<file path="config.mk">
export PLATFORM = sky130hd
export DESIGN_NAME = fetch_controller
export DESIGN_NICKNAME = d
export VERILOG_FILES = /design/src/rtl/fetch_controller.sv
export SDC_FILE = /design/constraint.sdc
export NUM_CORES = 1
export LEC_CHECK = 0
export ABC_CLOCK_PERIOD_IN_PS = 11700
export CORE_MARGIN = 10
export CORE_UTILIZATION = 48
export CTS_BUF_LIST = sky130_fd_sc_hd__clkbuf_16
export DETAILED_ROUTE_END_ITERATION = 8
export GPL_ROUTABILITY_DRIVEN = 0
export PLACE_DENSITY = 0.92
export SKIP_CTS_REPAIR_TIMING = 1
export SLEW_MARGIN = 10
export SYNTH_ARGS = -nofsm -noshare
export SYNTH_HDL_FRONTEND = slang
export SYNTH_SLANG_ARGS = --single-unit
</file>
<file path="constraint.sdc">
create_clock -name clk -period 11.7 [get_ports clk]
set_clock_uncertainty 0.15 [all_clocks]
set_input_delay 2.34 -clock clk [delete_from_list [all_inputs] [get_ports clk]]
set_output_delay 2.34 -clock clk [all_outputs]
set_load 0.01 [all_outputs]
</file>
<file path="src/rtl/fetch_controller.sv">
// rtl/fetch_controller.sv - instruction fetch FSM with zero-latency memory and small fetch queue
module fetch_controller #(
  parameter logic [31:0] RESET_PC   = 32'h0000_0000,
  parameter int          ADDR_WIDTH = 7,
  parameter int          QDEPTH     = 2
) (
  input  logic        clk,
  input  logic        rst,
  input  logic        fetch_en,
  input  logic        redirect_valid,
  input  logic [31:0] redirect_pc,
  output logic        imem_req,
  output logic [31:0] imem_addr,
  input  logic [31:0] imem_data,
  output logic        instr_valid,
  input  logic        instr_ready,
  output logic [31:0] instr_data,
  output logic [31:0] instr_pc,
  output logic        fetch_fault
);

  localparam int PW = (QDEPTH > 1) ? $clog2(QDEPTH) : 1;
  localparam int CW = $clog2(QDEPTH + 1);
  // Highest pc at which a whole 32-bit word still fits in the memory
  localparam logic [31:0] LAST_PC = 32'((64'd1 << ADDR_WIDTH) - 64'd4);

  typedef enum logic [1:0] {S_IDLE, S_FETCH, S_FAULT} state_t;

  state_t          r_state;
  state_t          w_next_state;
  logic            r_fault;
  logic [31:0]     r_pc;
  logic [31:0]     r_q_pc   [QDEPTH];
  logic [31:0]     r_q_data [QDEPTH];
  logic [PW-1:0]   r_rd_ptr;
  logic [PW-1:0]   r_wr_ptr;
  logic [CW-1:0]   r_count;
  logic            w_pop;
  logic            w_in_range;
  logic            w_room;
  logic            w_unused;

  // Low address bits of a redirect target are dropped by design
  assign w_unused   = ^redirect_pc[1:0];

  assign w_in_range  = (r_pc <= LAST_PC);
  assign instr_valid = !rst && (r_count != '0);
  assign w_pop       = instr_valid && instr_ready;
  assign w_room      = (r_count < CW'(QDEPTH)) || w_pop;
  assign imem_addr   = r_pc;
  assign instr_data  = r_q_data[r_rd_ptr];
  assign instr_pc    = r_q_pc[r_rd_ptr];
  assign fetch_fault = r_fault;

  // State register; the fault flag is registered alongside the state it mirrors
  always_ff @(posedge clk) begin
    if (rst) begin
      r_state <= S_IDLE;
      r_fault <= 1'b0;
    end else begin
      r_state <= w_next_state;
      r_fault <= (w_next_state == S_FAULT);
    end
  end

  // Next-state logic; a redirect takes priority over fault detection and fetch_en
  always_comb begin
    w_next_state = r_state;
    case (r_state)
      S_IDLE: begin
        if (fetch_en) w_next_state = S_FETCH;
      end
      S_FETCH: begin
        if (redirect_valid)   w_next_state = S_FETCH;
        else if (!w_in_range) w_next_state = S_FAULT;
        else if (!fetch_en)   w_next_state = S_IDLE;
      end
      S_FAULT: begin
        if (redirect_valid) w_next_state = fetch_en ? S_FETCH : S_IDLE;
      end
      default: w_next_state = S_IDLE;
    endcase
  end

  // Memory request: only in FETCH with a legal pc and a free (or freeing) queue slot
  always_comb begin
    imem_req = 1'b0;
    if (!rst && (r_state == S_FETCH) && fetch_en && !redirect_valid && w_in_range && w_room)
      imem_req = 1'b1;
  end

  // Program counter: reset, redirect (word aligned), or advance on each accepted request
  always_ff @(posedge clk) begin
    if (rst)                 r_pc <= RESET_PC;
    else if (redirect_valid) r_pc <= {redirect_pc[31:2], 2'b00};
    else if (imem_req)       r_pc <= r_pc + 32'd4;
  end

  // Queue storage is written at the tail on every accepted request
  always_ff @(posedge clk) begin
    if (imem_req) begin
      r_q_pc[r_wr_ptr]   <= r_pc;
      r_q_data[r_wr_ptr] <= imem_data;
    end
  end

  // Queue pointers and occupancy; redirect discards everything including a same-cycle pop
  always_ff @(posedge clk) begin
    if (rst || redirect_valid) begin
      r_rd_ptr <= '0;
      r_wr_ptr <= '0;
      r_count  <= '0;
    end else begin
      if (imem_req) r_wr_ptr <= r_wr_ptr + PW'(1);
      if (w_pop)    r_rd_ptr <= r_rd_ptr + PW'(1);
      if (imem_req && !w_pop)      r_count <= r_count + CW'(1);
      else if (w_pop && !imem_req) r_count <= r_count - CW'(1);
    end
  end

endmodule

</file>
==> results of run 1 <==
## cells by family (layout without fill, tap and decap cells)
family                     after synthesis  after routing  share of synthesized area
DFF                                    162            162                      0.738
muxes                                   88             88                      0.158
and+or+nand+nor                         64             64                     0.0521
buffers and inverters                   25            202                     0.0202
AOI/OAI and AO/OA                       16             16                     0.0198
xor gates and xnor gates                 5              5                    0.00721
adders and majority gates                2              2                    0.00412
other                                    1              4                   0.000617
## critical path: cells and delay by family
family | cells | cell delay (ns)
compound gates | 1 | 0.18
buf+inv | 3 | 1.33
simple gates | 2 | 0.86
## registers in the layout (all words and copies together) (netlist names), named ones only
signal	flops
fetch_fault	1
imem_addr	30
r_count	2
r_q_data	64
r_q_pc	60
r_rd_ptr	1
r_state	2
r_wr_ptr	1
## how the worst max path moves through the flow
| stage | endpoint |
|---|---|
| 2_1_floorplan | r_q_data[0][0] |
| 3_3_place_gp | imem_req |
| 3_5_place_dp | imem_req |
| 4_1_cts | imem_req |
| 5_1_grt | imem_req |
| 6_report | imem_req |
## layout by cell type (no fill, tap or decap), types with 3 or more instances in the layout
master           netlist  final
a21oi_1                5      5
buf_4                  5      5
clkbuf_16              0     19
clkdlybuf4s50_1        0    160
conb_1                 1      4
dfxtp_1               38     37
edfxtp_1             124    124
inv_1                  4      9
mux2_2                64     64
mux2i_1               24     24
nand2_1                3      3
nand3_1                3      3
nor2_1                37     37
nor4_1                 6      5
xor2_1                 4      4
## metal layers
metal  up-vias  global-route usage  routed length [um]
li1       1689                   -                   -
met1      1719               0.173                5530
met2       135               0.249                6720
met3        21              0.0526                 875
met4         0              0.0630                 266
met5         -                   0                   0
## area by class of cell
| class | instances | area, um2 |
|---|---|---|
| Sequential cell | 162 | 4490 |
| Fill cell | 914 | 4100 |
| Timing Repair Buffer | 166 | 1640 |
| Multi-Input combinational cell | 179 | 1490 |
| Clock buffer | 19 | 475 |
| Tap cell | 172 | 215 |
| Clock inverter | 13 | 93.8 |
| Inverter | 4 | 15.0 |
## stage by stage
stage          instances  hold slack [ns]   util
4_1_cts              715            0.358  0.672
5_1_grt              715            0.378  0.672
3_5_place_dp         683            0.346  0.627
3_3_place_gp         683            0.333  0.627
6_report             715            0.354  0.672
2_1_floorplan        366            0.321      -
## power groups by stage
| stage | sequential, mW | clock, mW | combinational [mW] |
|---|---|---|---|
| finish | 0.635 | 0.519 | 0.0638 |
| global route | 0.636 | 0.553 | 0.0688 |
| CTS | 0.635 | 0.531 | 0.0647 |
| detailed placement | 0.647 | 0 | 0.0643 |
| global placement | 0.646 | 0 | 0.0622 |
| floorplan | 0.648 | 0 | 0.0205 |
==> run_results.csv, run 1 <==
group,metric,value,unit
run_status,status,"finished, final reports clean",
critical_path,startpoint_type,"input port",
min_path,hold_depth,0,
global_route,grt_pass1_vias,3783,
min_path,hp-start,"imem_addr[8]",
placement,portBuffers,161,
cells_and_area,nets,601,
clock_tree,clock_path_buffers,2,
pwr,power_leakage,2.91,nW
sta,rsz0062_at_grt,"no",
sta,maxSlewHeadroom,0.322,
sta,tns,0,ns
drt,wl,13400,um
placement,pre_cts_ws,4.51,ns
critical_path,crit_chain,"clkdlybuf4s50_1, buf_4, nor2_1, o2111ai_2, nor3_2, clkdlybuf4s50_1",
critical_path,crit_path_top_delay_cell,"clkdlybuf4s50_1",
pwr,swShare,0.197,
logic_synthesis,synth.ff_latch_count,162,
logic_synthesis,synth_area,6080,um2
floorplanning,die_area,17600,um2
critical_path,rrSetupSlack,8.06,ns
job,maxCapViolCount,0,
drt,via_count,3564,
clock_tree,clkTransAtPathRegs,0.06,ns
critical_path,timing.rr.end,"r_q_data[1][24]",
pwr,pwr-share-clk,0.426,
clock_tree,cts_tree,"yes",
sta,slew_violations,0,
pwr,p_total,1.22,mW
sta,fin_crit_sh,0.616,
critical_path,crit_start,"rst",
logic_synthesis,yosysWarnings,0,
drt,viasPerCell,4.98,
critical_path,cp-end-kind,"output pin",
drt,ant_nets,0,
pwr,seqPwrFrac,0.521,
floorplanning,die_x,133,um
critical_path,critPathRequiredTime,9.21,ns
pwr,combPwrFrac,0.052,
drt,dr.pass1.iters,4,
global_route,grt.total_usage,0.150,
critical_path,ff2ff_path_depth,5,
drt,drcViolationCount,0,
pwr,max-vdd-ir-drop,0.0854,mV
logic_synthesis,yosys.area.top_type_share,0.613,
pwr,p_switching,240,uW
critical_path,slowest_delay,0.68,ns
logic_synthesis,synth_cells,363,
sta,fmax,139,MHz
floorplanning,core_area,12500,um2
critical_path,cp.arrival,4.72,ns
clock_tree,cts_sinks,162,
pwr,p_int,978,uW
sta,period_minus_slack,7.21,ns
drt,wl_per_cell,18.7,um
floorplanning,die_h,133,um
logic_synthesis,ys_types,41,
logic_synthesis,synth_common_cells,"edfxtp_1 (124), mux2_2 (64), dfxtp_1 (38)",
global_route,antenna_found_initial,0,
sta,setup_viol,0,
clock_tree,numCtsBuffers,17,
clock_tree,cts_root_buf,"clkbuf_16",
logic_synthesis,yosysMostFrequentCell,"edfxtp_1",
floorplanning,rows,41,
logic_synthesis,synth_area_leader_cell,"edfxtp_1",
clock_tree,clk_latency,0.41,ns
critical_path,crit_fanout,34,
floorplanning,top_level_ports,168,
logic_synthesis,synth.area.top_cells,"edfxtp_1 (61%), dfxtp_1 (13%), mux2_2 (12%), mux2i_1 (4.0%), nor2_1 (2.3%)",
logic_synthesis,synthArstFlopShare,0,
cells_and_area,area_growth_syn_to_layout,38.5,%
global_route,grt_max_degree,41,
cells_and_area,final_area,8420,um2
placement,hpwl,9440,um
critical_path,cp_common_cell,"clkdlybuf4s50_1",
cells_and_area,layout-drive-gt1-share,0.197,
sta,hold_violations,0,
logic_synthesis,synth_edf_count,124,
placement,post_dp_cell_area,7850,um2
global_route,grt_pass1_wl,20700,um
drt,dr.first_iter.drc_count,191,
min_path,hp-class,"register to register",
pwr,p_per_area,145,nW/um2
logic_synthesis,ys_seq_area_frac,0.738,
sta,tightest_slew,1.02,ns
clock_tree,cts_max_level,4,
critical_path,critical_path_class,"input port to output pin",
floorplanning,start_util,0.486,
cells_and_area,antennaDiodeCount,0,
min_path,hold_end,"r_q_pc[0][8]",
critical_path,r2r_start,"imem_addr[30]",
logic_synthesis,syn_area_per_cell,16.7,um2
logic_synthesis,yosys_most_used_dff,"edfxtp_1",
global_route,grt_overflow,0,
sta,final.setup.worst_slack,4.49,ns
Power figures use the tool's default switching activity.
==> run 2: changes to the inputs <==
- ABC_CLOCK_PERIOD_IN_PS: 11700 -> 7200
- clock period: 11.7 -> 7.2 ns (I/O delays scaled with it)
==> run_results.csv, run 2 (same netlist as run 1, synthesis figures left out) <==
group,metric,value,unit
run_status,status,"finished, final reports clean",
placement,dp_cells,683,
critical_path,crit_path_top_delay_cell,"clkdlybuf4s50_1",
clock_tree,clk_latency,0.41,ns
clock_tree,clock_path_buffers,2,
sta,slew_violations,0,
clock_tree,cts_max_level,4,
drt,viasPerCell,5.01,
clock_tree,cts_root_buf,"clkbuf_16",
drt,wl,13900,um
global_route,grt_overflow,0,
floorplanning,rows,41,
pwr,p_per_area,234,nW/um2
cells_and_area,final_cell_mix,"clkdlybuf4s50_1 (160), edfxtp_1 (124), mux2_2 (64), nor2_1 (37), dfxtp_1 (37)",
clock_tree,cts_tree,"yes",
placement,pre_cts_ws,1.85,ns
critical_path,slowest_delay,0.69,ns
floorplanning,die_x,133,um
cells_and_area,nets,601,
floorplanning,start_util,0.486,
drt,via_count,3581,
sta,tightest_slew,1.02,ns
critical_path,startpoint_type,"input port",
sta,fin_crit_sh,0.746,
cells_and_area,seqCellArea,4490,um2
floorplanning,die_area,17600,um2
sta,final.setup.worst_slack,1.83,ns
placement,portBuffers,161,
sta,hold_violations,0,
cells_and_area,multi_input_area,1500,um2
critical_path,crit_fanout,34,
clock_tree,clkTransAtPathRegs,0.06,ns
cells_and_area,layout-drive-gt1-share,0.201,
critical_path,crit_chain,"clkdlybuf4s50_1, buf_4, nor2_1, o2111ai_2, nor3_2, clkdlybuf4s50_1",
clock_tree,numCtsBuffers,17,
critical_path,critPathRequiredTime,5.61,ns
drt,drcViolationCount,0,
job,maxCapViolCount,0,
placement,hpwl,9670,um
sta,fmax,186,MHz
min_path,hp-class,"register to register",
cells_and_area,largest_reg_flops,64,
sta,setup_viol,0,
cells_and_area,top_register,"r_q_data",
cells_and_area,area_growth_syn_to_layout,38.3,%
sta,period_minus_slack,5.37,ns
cells_and_area,fillCellCount,900,
clock_tree,cts_sinks,162,
drt,dr.pass1.iters,4,
drt,ant_nets,0,
global_route,grt.total_usage,0.158,
critical_path,cp-end-kind,"output pin",
critical_path,cp.arrival,3.78,ns
global_route,grt_pass1_wl,21700,um
cells_and_area,antennaDiodeCount,0,
sta,tns,0,ns
floorplanning,top_level_ports,168,
drt,dr.first_iter.drc_count,239,
sta,rsz0062_at_grt,"no",
pwr,power_leakage,2.90,nW
cells_and_area,final_cells,715,
global_route,grt_max_degree,41,
critical_path,critical_path_class,"input port to output pin",
cells_and_area,final_common_cell,"clkdlybuf4s50_1",
sta,maxSlewHeadroom,0.320,
cells_and_area,finish.utilization,0.671,
floorplanning,die_h,133,um
global_route,antenna_found_initial,0,
drt,wl_per_cell,19.4,um
pwr,max-vdd-ir-drop,0.134,mV
floorplanning,core_area,12500,um2
global_route,grt_pass1_vias,3964,
critical_path,cp_common_cell,"clkdlybuf4s50_1",
[run 2: cell count changes in the layout (fill, tap and decap cells not counted), sizes merged]
| cell | before | now |
|---|---|---|
| clkbuf | 19 | 18 |
| clkinv | 4 | 3 |
| inv | 11 | 12 |
| clkinvlp | 1 | 2 |
[run 2: layout make-up]
cell class / count / area share
Clock buffer: 18 / 0.0536
Tap cell: 172 / 0.0256
Inverter: 4 / 0.00179
Timing Repair Buffer: 166 / 0.196
Sequential cell: 162 / 0.534
Clock inverter: 14 / 0.0116
Multi-Input combinational cell: 179 / 0.178
[run 2: per-stage QoR]
step | hold slack (ns) | cell area [um2] | power (mW)
final | 0.366 | 8400 | 1.96
after global routing | 0.377 | 8400 | 2.03
after floorplan | 0.321 | 6090 | 1.09
after global placement | 0.336 | 7860 | 1.15
after detailed placement | 0.356 | 7860 | 1.16
after CTS | 0.369 | 8400 | 1.98
[run 2: final timing paths]
| path | depth (start not counted) | to | startpoint | slack, ns |
|---|---|---|---|---|
| worst max-delay path | 6 | imem_req | rst | 1.83 |
| worst min-delay path | 0 | r_q_pc[0][20] | imem_addr[20] | 0.37 |
| worst max register to register | 5 | r_q_pc[1][31] | imem_addr[8] | 3.61 |
| worst min register to register | 0 | r_q_pc[0][20] | imem_addr[20] | 0.37 |
[run 2: critical path: cells and delay by family]
kind | cells | cell delay (ns)
buf+inv | 3 | 1.32
simple gates | 2 | 0.78
compound gates | 1 | 0.22
[run 2: power breakdown]
part           internal [mW]  leakage (nW)  switching (mW)
clock                  0.488         0.287           0.339
sequential              1.02          1.41          0.0157
combinational         0.0637          1.20          0.0409
[run 2: layer usage]
metal / part of all wire / up-vias / track usage
met1: 0.41 / 1734 / 0.178
met5: 0 / - / 0
met3: 0.057 / 21 / 0.0530
li1: - / 1700 / -
met4: 0.017 / 0 / 0.0526
met2: 0.52 / 126 / 0.274
==> run 3: changes to the inputs <==
- ABC_CLOCK_PERIOD_IN_PS: 7200 -> 5200
- clock period: 7.2 -> 5.2 ns (I/O delays scaled with it)
==> run_results.csv, run 3 (same netlist as run 1, synthesis figures left out) <==
group,metric,value,unit
sta,fmax,254,MHz
critical_path,cp-end-kind,"output pin",
placement,hpwl,10100,um
floorplanning,top_level_ports,168,
clock_tree,cts_sinks,162,
cells_and_area,finish.utilization,0.673,
cells_and_area,final_area,8430,um2
floorplanning,die_area,17600,um2
drt,met2_length,7240,um
critical_path,slowest_delay,0.58,ns
global_route,grt_pass1_vias,3983,
cells_and_area,nets,603,
drt,viasPerCell,5.08,
drt,wl,14100,um
global_route,grt_max_degree,40,
clock_tree,clkTransAtPathRegs,0.06,ns
critical_path,critical_path_class,"input port to output pin",
drt,dr.pass1.iters,4,
pwr,power_leakage,2.88,nW
critical_path,crit_chain,"clkdlybuf4s50_1, nor2b_1, o2111ai_2, nor3_2, clkdlybuf4s50_1",
clock_tree,clk_latency,0.41,ns
sta,maxSlewHeadroom,0.471,
drt,ant_nets,0,
critical_path,cp_common_cell,"clkdlybuf4s50_1",
sta,final.setup.worst_slack,1.27,ns
drt,wl_met3,730,um
floorplanning,die_h,133,um
drt,wl_per_cell,19.6,um
pwr,p_per_area,323,nW/um2
cells_and_area,layout-drive-gt1-share,0.204,
cells_and_area,antennaDiodeCount,0,
floorplanning,die_x,133,um
pwr,p_total,2.72,mW
sta,setup_viol,0,
critical_path,cp.arrival,2.74,ns
placement,dp_cells,685,
global_route,grt_pass1_wl,21800,um
drt,drcViolationCount,0,
sta,holdWs,0.370,ns
critical_path,crit_fanout,3,
cells_and_area,final_common_cell,"clkdlybuf4s50_1",
run_status,status,"finished, final reports clean",
drt,dr.first_iter.drc_count,185,
min_path,hp-class,"register to register",
placement,post_dp_cell_area,7880,um2
clock_tree,numCtsBuffers,17,
critical_path,crit_family,"buffers and inverters",
sta,slew_violations,0,
global_route,grt.total_usage,0.158,
clock_tree,cts_root_buf,"clkbuf_16",
drt,m1WireLength,5930,um
sta,tns,0,ns
sta,rsz0062_at_grt,"no",
global_route,antenna_found_initial,0,
cells_and_area,area_growth_syn_to_layout,38.7,%
sta,period_minus_slack,3.93,ns
critical_path,startpoint_type,"input port",
cells_and_area,largest_reg_flops,64,
sta,hold_violations,0,
placement,portBuffers,161,
clock_tree,clock_path_buffers,2,
floorplanning,core_area,12500,um2
cells_and_area,final_cell_mix,"clkdlybuf4s50_1 (160), edfxtp_1 (124), mux2_2 (64), nor2_1 (37), dfxtp_1 (37)",
sta,tightest_slew,0.794,ns
sta,fin_crit_sh,0.756,
floorplanning,rows,41,
placement,pre_cts_ws,1.24,ns
critical_path,crit_path_top_delay_cell,"clkdlybuf4s50_1",
drt,highest_layer,"met4",
critical_path,critPathRequiredTime,4.01,ns
critical_path,cp_num_buf_inv,2,
floorplanning,start_util,0.486,
drt,via_count,3645,
cells_and_area,final_cells,717,
pwr,max-vdd-ir-drop,0.218,mV
job,maxCapViolCount,0,
clock_tree,cts_max_level,4,
clock_tree,cts_tree,"yes",
cells_and_area,top_register,"r_q_data",
global_route,grt_overflow,0,
run 3: cell count changes in the layout (fill, tap and decap cells not counted):
cell	before	now
buf_12	0	1
clkinvlp_4	2	5
inv_2	1	0
inv_4	3	0
buf_4	5	6
inv_1	8	6
clkinv_1	0	2
clkbuf_16	18	17
inv_6	0	3
clkinv_2	3	2
run 3: area by class of cell:
cell class / instances / area, um2
clock inverters: 15 / 119
inverters: 4 / 15.0
repair buffers: 168 / 1670
flip-flops and latches: 162 / 4490
clock buffers: 17 / 425
fillers: 904 / 4090
multi-input cells: 179 / 1500
well taps: 172 / 215
run 3: per-layer routing:
layer / GRT usage / vias up
met5: 0 / -
met4: 0.0483 / 0
met3: 0.0484 / 13
met2: 0.273 / 117
met1: 0.184 / 1817
li1: - / 1698
run 3: where the power goes:
| part | switching [mW] | leakage, nW | internal (mW) |
|---|---|---|---|
| clock | 0.496 | 0.260 | 0.654 |
| combinational | 0.0566 | 1.21 | 0.0883 |
| sequential | 0.0222 | 1.41 | 1.41 |
| total | 0.575 | 2.88 | 2.15 |
run 3: worst paths after layout:
check | start | endpoint | slack (ns) | cells after the start
hold / removal | imem_addr[24] | r_q_pc[1][24] | 0.37 | 0
hold reg to reg | imem_addr[24] | r_q_pc[1][24] | 0.37 | 0
setup reg to reg | imem_addr[8] | r_q_pc[1][7] | 2.03 | 6
setup / recovery | fetch_en | imem_req | 1.27 | 5
